**config.mk**
```make
export PLATFORM = sky130hd
export DESIGN_NAME = writeback_unit
export DESIGN_NICKNAME = d
export VERILOG_FILES = /design/src/rtl/regfile_pkg.sv /design/src/rtl/wb_scoreboard.sv /design/src/rtl/writeback_unit.sv
export SDC_FILE = /design/constraint.sdc
export NUM_CORES = 1
export LEC_CHECK = 0
export ABC_AREA = 0
export CORE_MARGIN = 2
export CORE_UTILIZATION = 45
export CTS_CLUSTER_DIAMETER = 50
export DETAILED_ROUTE_END_ITERATION = 16
export PLACE_DENSITY = 0.81
export SLEW_MARGIN = 10
export SYNTH_ARGS = -nofsm -noshare
export SYNTH_HDL_FRONTEND = slang
export SYNTH_SLANG_ARGS = --single-unit
```
**constraint.sdc**
```tcl
create_clock -name clk -period 3.8 [get_ports clk]
set_clock_uncertainty 0.05 [all_clocks]
set_input_delay 0.76 -clock clk [delete_from_list [all_inputs] [get_ports clk]]
set_output_delay 0.76 -clock clk [all_outputs]
set_load 0.02 [all_outputs]
```
**src/rtl/regfile_pkg.sv**
```systemverilog
// Shared register-file widths and address type used by the writeback path.
package regfile_pkg;

    localparam int XLEN       = 32;
    localparam int REG_ADDR_W = 5;
    localparam int NUM_REGS   = 1 << REG_ADDR_W;

    typedef logic [REG_ADDR_W-1:0] reg_addr_t;
    typedef logic [XLEN-1:0]       reg_data_t;

endpackage

```
**src/rtl/wb_scoreboard.sv**
```systemverilog
// Load scoreboard: per-register busy bits, outstanding-load counter and the
// decode-stage stall check.
module wb_scoreboard
    import regfile_pkg::*;
#(
    parameter int MAX_OUTST = 4
) (
    input  logic      clk,
    input  logic      rst_n,
    input  logic      issue_valid,
    input  reg_addr_t issue_rd,
    input  logic      ret_valid,
    input  reg_addr_t ret_rd,
    input  reg_addr_t ra1,
    input  reg_addr_t ra2,
    input  reg_addr_t chk_rd,
    output logic      issue_ready,
    output logic      stall,
    output logic      chk_busy
);

    localparam int CNT_W = $clog2(MAX_OUTST + 1);

    logic [NUM_REGS-1:0] busy_q, busy_d;
    logic [NUM_REGS-1:0] set_mask, clr_mask;
    logic [CNT_W-1:0]    count_q, count_d;
    logic                issue_acc;

    assign issue_ready = (count_q < CNT_W'(MAX_OUTST));
    assign issue_acc   = issue_valid && issue_ready;

    // x0 is never tracked, so its mask bits are tied off.
    assign set_mask[0] = 1'b0;
    assign clr_mask[0] = 1'b0;
    for (genvar gi = 1; gi < NUM_REGS; gi++) begin : g_mask
        assign set_mask[gi] = issue_acc && (issue_rd == REG_ADDR_W'(gi));
        assign clr_mask[gi] = ret_valid && (ret_rd == REG_ADDR_W'(gi));
    end

    // Applying the set after the clear lets a same-cycle reissue win.
    assign busy_d = (busy_q & ~clr_mask) | set_mask;

    always_comb begin
        count_d = count_q;
        if (issue_acc && !ret_valid) begin
            count_d = count_q + CNT_W'(1);
        end else if (!issue_acc && ret_valid && (count_q != '0)) begin
            count_d = count_q - CNT_W'(1);
        end
    end

    assign stall    = ((ra1 != '0) && busy_q[ra1]) || ((ra2 != '0) && busy_q[ra2]);
    assign chk_busy = busy_q[chk_rd];

    always_ff @(posedge clk or negedge rst_n) begin
        if (!rst_n) begin
            busy_q  <= '0;
            count_q <= '0;
        end else begin
            busy_q  <= busy_d;
            count_q <= count_d;
        end
    end

endmodule

```
**src/rtl/writeback_unit.sv**
```systemverilog
// Writeback arbiter: ALU results take fixed priority over load returns, the
// winner is registered onto the register-file write port one cycle later.
module writeback_unit
    import regfile_pkg::*;
#(
    parameter int MAX_OUTST = 4
) (
    input  logic            clk,
    input  logic            rst_n,
    input  logic            issue_valid,
    input  logic [4:0]      issue_rd,
    output logic            issue_ready,
    input  logic            alu_valid,
    input  logic [4:0]      alu_rd,
    input  logic [XLEN-1:0] alu_wd,
    input  logic            ld_valid,
    input  logic [4:0]      ld_rd,
    input  logic [XLEN-1:0] ld_wd,
    output logic            ld_ready,
    input  logic [4:0]      ra1,
    input  logic [4:0]      ra2,
    output logic            stall,
    output logic            werf,
    output logic [4:0]      wa,
    output logic [XLEN-1:0] wd,
    output logic            waw_err
);

    logic      ld_acc;
    logic      alu_busy;
    logic      werf_q, werf_d;
    reg_addr_t wa_q, wa_d;
    reg_data_t wd_q, wd_d;
    logic      waw_q, waw_d;

    // A blocked load simply keeps ld_valid asserted; nothing is buffered here.
    assign ld_ready = !alu_valid;
    assign ld_acc   = ld_valid && ld_ready;

    wb_scoreboard #(
        .MAX_OUTST (MAX_OUTST)
    ) u_scoreboard (
        .clk         (clk),
        .rst_n       (rst_n),
        .issue_valid (issue_valid),
        .issue_rd    (issue_rd),
        .ret_valid   (ld_acc),
        .ret_rd      (ld_rd),
        .ra1         (ra1),
        .ra2         (ra2),
        .chk_rd      (alu_rd),
        .issue_ready (issue_ready),
        .stall       (stall),
        .chk_busy    (alu_busy)
    );

    always_comb begin
        werf_d = 1'b0;
        wa_d   = '0;
        wd_d   = '0;
        if (alu_valid) begin
            werf_d = (alu_rd != '0);
            wa_d   = alu_rd;
            wd_d   = alu_wd;
        end else if (ld_acc) begin
            werf_d = (ld_rd != '0);
            wa_d   = ld_rd;
            wd_d   = ld_wd;
        end
    end

    assign waw_d = waw_q || (alu_valid && (alu_rd != '0) && alu_busy);

    always_ff @(posedge clk or negedge rst_n) begin
        if (!rst_n) begin
            werf_q <= 1'b0;
            wa_q   <= '0;
            wd_q   <= '0;
            waw_q  <= 1'b0;
        end else begin
            werf_q <= werf_d;
            wa_q   <= wa_d;
            wd_q   <= wd_d;
            waw_q  <= waw_d;
        end
    end

    assign werf    = werf_q;
    assign wa      = wa_q;
    assign wd      = wd_q;
    assign waw_err = waw_q;

endmodule

```
==> results.sh, run 1 <==
export IMPL_routed_via_density=5.802
export IMPL_cts_hold_buffers=0
export IMPL_die_w_um=96.69
export IMPL_cts_buffers=9
export IMPL_fin_crit_sh_pct=97.87
export IMPL_initial_core_util_pct=46.82
export IMPL_synth_top_cell_area_share_pct=47.25
export IMPL_grt_max_degree=58
export IMPL_worstPathArrival_ns=2.91
export IMPL_rsz0062_at_grt="no"
export IMPL_dp_hpwl_mm=8.921
export IMPL_gp_congestion=0.9635
export IMPL_setup_tns_ns=0
export IMPL_rr_startpoint="u_scoreboard.count_q[2]$_DFFE_PN0P_"
export IMPL_netlist_instances=397
export IMPL_r2r_slack_ns=2.00
export IMPL_cts_path_max_buffers=2
export IMPL_worstPathMaxFanout=6
export IMPL_row_count=33
export IMPL_setup_violations=0
export IMPL_drv_cap=0
export IMPL_synthArstFlopShare_pct=100.0
export IMPL_cts_tree="built"
export IMPL_grt_usage_pct=25.35
export IMPL_crit_chain="clkdlybuf4s50_1 > buf_4 > buf_4 > mux4_2 > nand2b_1 > o2111ai_1 > o21ai_1 > or4_1 > clkdlybuf4s15_1"
export IMPL_io_buffers=135
export IMPL_ir_drop_v=0.0002236
export IMPL_crit_path_frequent_cell="buf_4"
export IMPL_hold_path_class="primary input to asynchronous set/reset pin"
export IMPL_fin_hold_ws_ns=0.4820
export IMPL_comb_power_share_pct=24.3
export IMPL_critical_path_required_ns=2.99
export IMPL_syn_to_final_growth_pct=43.85
export IMPL_r2r_end="u_scoreboard.count_q[1]$_DFFE_PN0P_"
export IMPL_synth_edff_count=0
export IMPL_outcome="completed"
export IMPL_finalNonFillerCells=642
export IMPL_clk_pin_slew_ns=0.07
export IMPL_n_antenna_cell=0
export IMPL_yosys_top_cells_count="o21ai_0 (103), nand2_1 (90), dfrtp_1 (73), clkbuf_1 (18), a21oi_1 (13)"
export IMPL_sw_frac_of_total_pct=29.02
export IMPL_num_vias=3725
export IMPL_startpoint_type="primary input"
export IMPL_clkLatencyLatePin_ns=0.35
export IMPL_drv_slew=0
export IMPL_syn_area_um2=3866
export IMPL_p_clk_share_pct=31.8
export IMPL_drtIter0Drc=329
export IMPL_grtUsageMet3_pct=8.309
export IMPL_power_total_w=0.002111
export IMPL_clock_sinks=73
export IMPL_synth_cell_type_count=40
export IMPL_crit_family="buffers and inverters"
export IMPL_yosys_top_cells_area="dfrtp_1 (47%), o21ai_0 (13%), nand2_1 (8.7%)"
export IMPL_yosys_register_bits=73
export IMPL_use_met1_pct=29.68
export IMPL_htreeDepth=3
export IMPL_seq_power_share_pct=44.0
export IMPL_die_h_um=96.69
export IMPL_placed_cells=626
export IMPL_wirelength_mm=11.72
export IMPL_leakage_nw=2.323
export IMPL_cp_end_kind="output pin"
export IMPL_internal_power_w=0.001498
export IMPL_ys_flop_type="dfrtp_1"
export IMPL_grt_pass1_wl_mm=19.02
export IMPL_busiest_layer="met2"
export IMPL_gr_usage_met2_pct=43.22
export IMPL_synth_avg_cell_area_um2=9.739
export IMPL_rr_worst_depth=7
export IMPL_crit_cells=9
export IMPL_cpMaxStageDelayCell="clkdlybuf4s50_1"
export IMPL_fp_coreArea_um2=8258
export IMPL_cp_num_buf_inv=4
export IMPL_path_class="primary input to output pin"
export IMPL_layout_nets=627
export IMPL_p_switching_w=0.0006126
export IMPL_yosysTopAreaCell="dfrtp_1"
export IMPL_synth_most_common_cell="o21ai_0"
export IMPL_ys_seq_area_share_pct=47.25
export IMPL_hold_viol=0
export IMPL_antenna_found_initial=0
export IMPL_max_clock_freq_ghz=0.2689
export IMPL_dr_pass1_iters=5
export IMPL_ant_nets=0
export IMPL_min_period_ns=3.719
export IMPL_io_pins=136
export IMPL_grt_pass1_vias=3952
export IMPL_slowest_delay_ns=0.54
export IMPL_wire_per_inst_um=18.26
export IMPL_die_area_um2=9349
export IMPL_max_slew_margin_pct=39.64
export IMPL_power_density_nw_per_um2=379.5
export IMPL_worstMarginPinSlew_ns=0.9054
export IMPL_drive_above_1_share_pct=9.125
export IMPL_syn_nets=492
export IMPL_route_detailed_drc=0
export IMPL_cts_root_buf="clkbuf_8"
export IMPL_n_fill_cell=647
export IMPL_ys_warn_count=0
export IMPL_grt_overflow_total=0
registers in the layout, summed over array words and instances (netlist names):
register	count
wd	32
u_scoreboard.busy_q	31
wa	5
u_scoreboard.count_q	3
waw_err	1
werf	1
cell type report:
| class | instances | area (um^2) | share of cell area (%) |
|---|---|---|---|
| clock inverter | 7 | 93.84 | 1.687 |
| inverter | 2 | 7.507 | 0.1350 |
| tap | 105 | 131.4 | 2.362 |
| timing repair buffer | 149 | 1458 | 26.21 |
| sequential | 73 | 1827 | 32.85 |
| clock buffer | 9 | 123.9 | 2.227 |
| multi-input combinational | 297 | 1921 | 34.53 |
what timing repair did:
action	CTS	global route
resized for setup	3	2
buffers inserted	0	0
setup endpoints to repair	1	1
metal layers:
layer  vias to the layer above  wire length [um]
li1                       1703                 -
met1                      1766              4369
met2                       213              5852
met3                        43              1090
met4                         0               410
met5                         -                 0
placed cells by master (no fill, tap or decap), types with 6 or more instances in the layout:
| cell | Yosys | layout |
|---|---|---|
| mux4_2 | 12 | 12 |
| clkbuf_8 | 0 | 9 |
| a21oi_1 | 13 | 13 |
| clkdlybuf4s50_1 | 0 | 130 |
| nor2_1 | 11 | 11 |
| mux4_1 | 8 | 8 |
| buf_4 | 2 | 13 |
| nand2b_1 | 6 | 6 |
| nand3_1 | 6 | 6 |
| nand2_1 | 90 | 90 |
| dfrtp_1 | 73 | 73 |
| o21ai_0 | 103 | 103 |
metrics by stage:
stage / instance area (um^2) / setup WS [ns] / util (%)
after floorplan: 3866 / 0.5294 / -
after global placement: 5345 / -0.4154 / 64.73
after detailed placement: 5345 / -0.4497 / 64.73
after CTS: 5559 / 0.04235 / 67.32
after global routing: 5562 / 0.0008185 / 67.35
final: 5562 / 0.08101 / 67.35
logic make-up after synthesis:
group	count (synthesis)	synth area share, %
mux	28	14.98
buf+inv	27	3.074
flops	73	47.25
simple gates	140	16.70
xor+xnor	1	0.2266
fa+ha+maj	1	0.5178
compound gates	127	17.25
power by group through the flow:
stage | logic, W | clock network (W) | registers [W]
after floorplan | 0.000218 | 0 | 0.000956
after detailed placement | 0.000511 | 0 | 0.000938
after global placement | 0.000497 | 0 | 0.000933
after global routing | 0.000557 | 0.000705 | 0.000936
final | 0.000512 | 0.000671 | 0.000928
after CTS | 0.000512 | 0.000672 | 0.000924
how the worst max path moves through the flow:
| stage | end | startpoint |
|---|---|---|
| 2_1_floorplan | stall | ra1[0] |
| 6_report | stall | ra2[1] |
| 3_3_place_gp | stall | ra1[0] |
| 5_1_grt | stall | ra2[1] |
| 3_5_place_dp | stall | ra1[0] |
| 4_1_cts | stall | ra1[0] |
Power figures use the tool's default switching activity.
==> run 2, diff against run 1 <==
--- a/config.mk
+++ b/config.mk
@@ -11,7 +11,6 @@
 export CTS_CLUSTER_DIAMETER = 50
 export DETAILED_ROUTE_END_ITERATION = 16
 export PLACE_DENSITY = 0.81
-export SLEW_MARGIN = 10
 export SYNTH_ARGS = -nofsm -noshare
 export SYNTH_HDL_FRONTEND = slang
 export SYNTH_SLANG_ARGS = --single-unit
==> results of run 2 <==
Same layout as run 1: the final DEF is identical, and so are final timing and power.
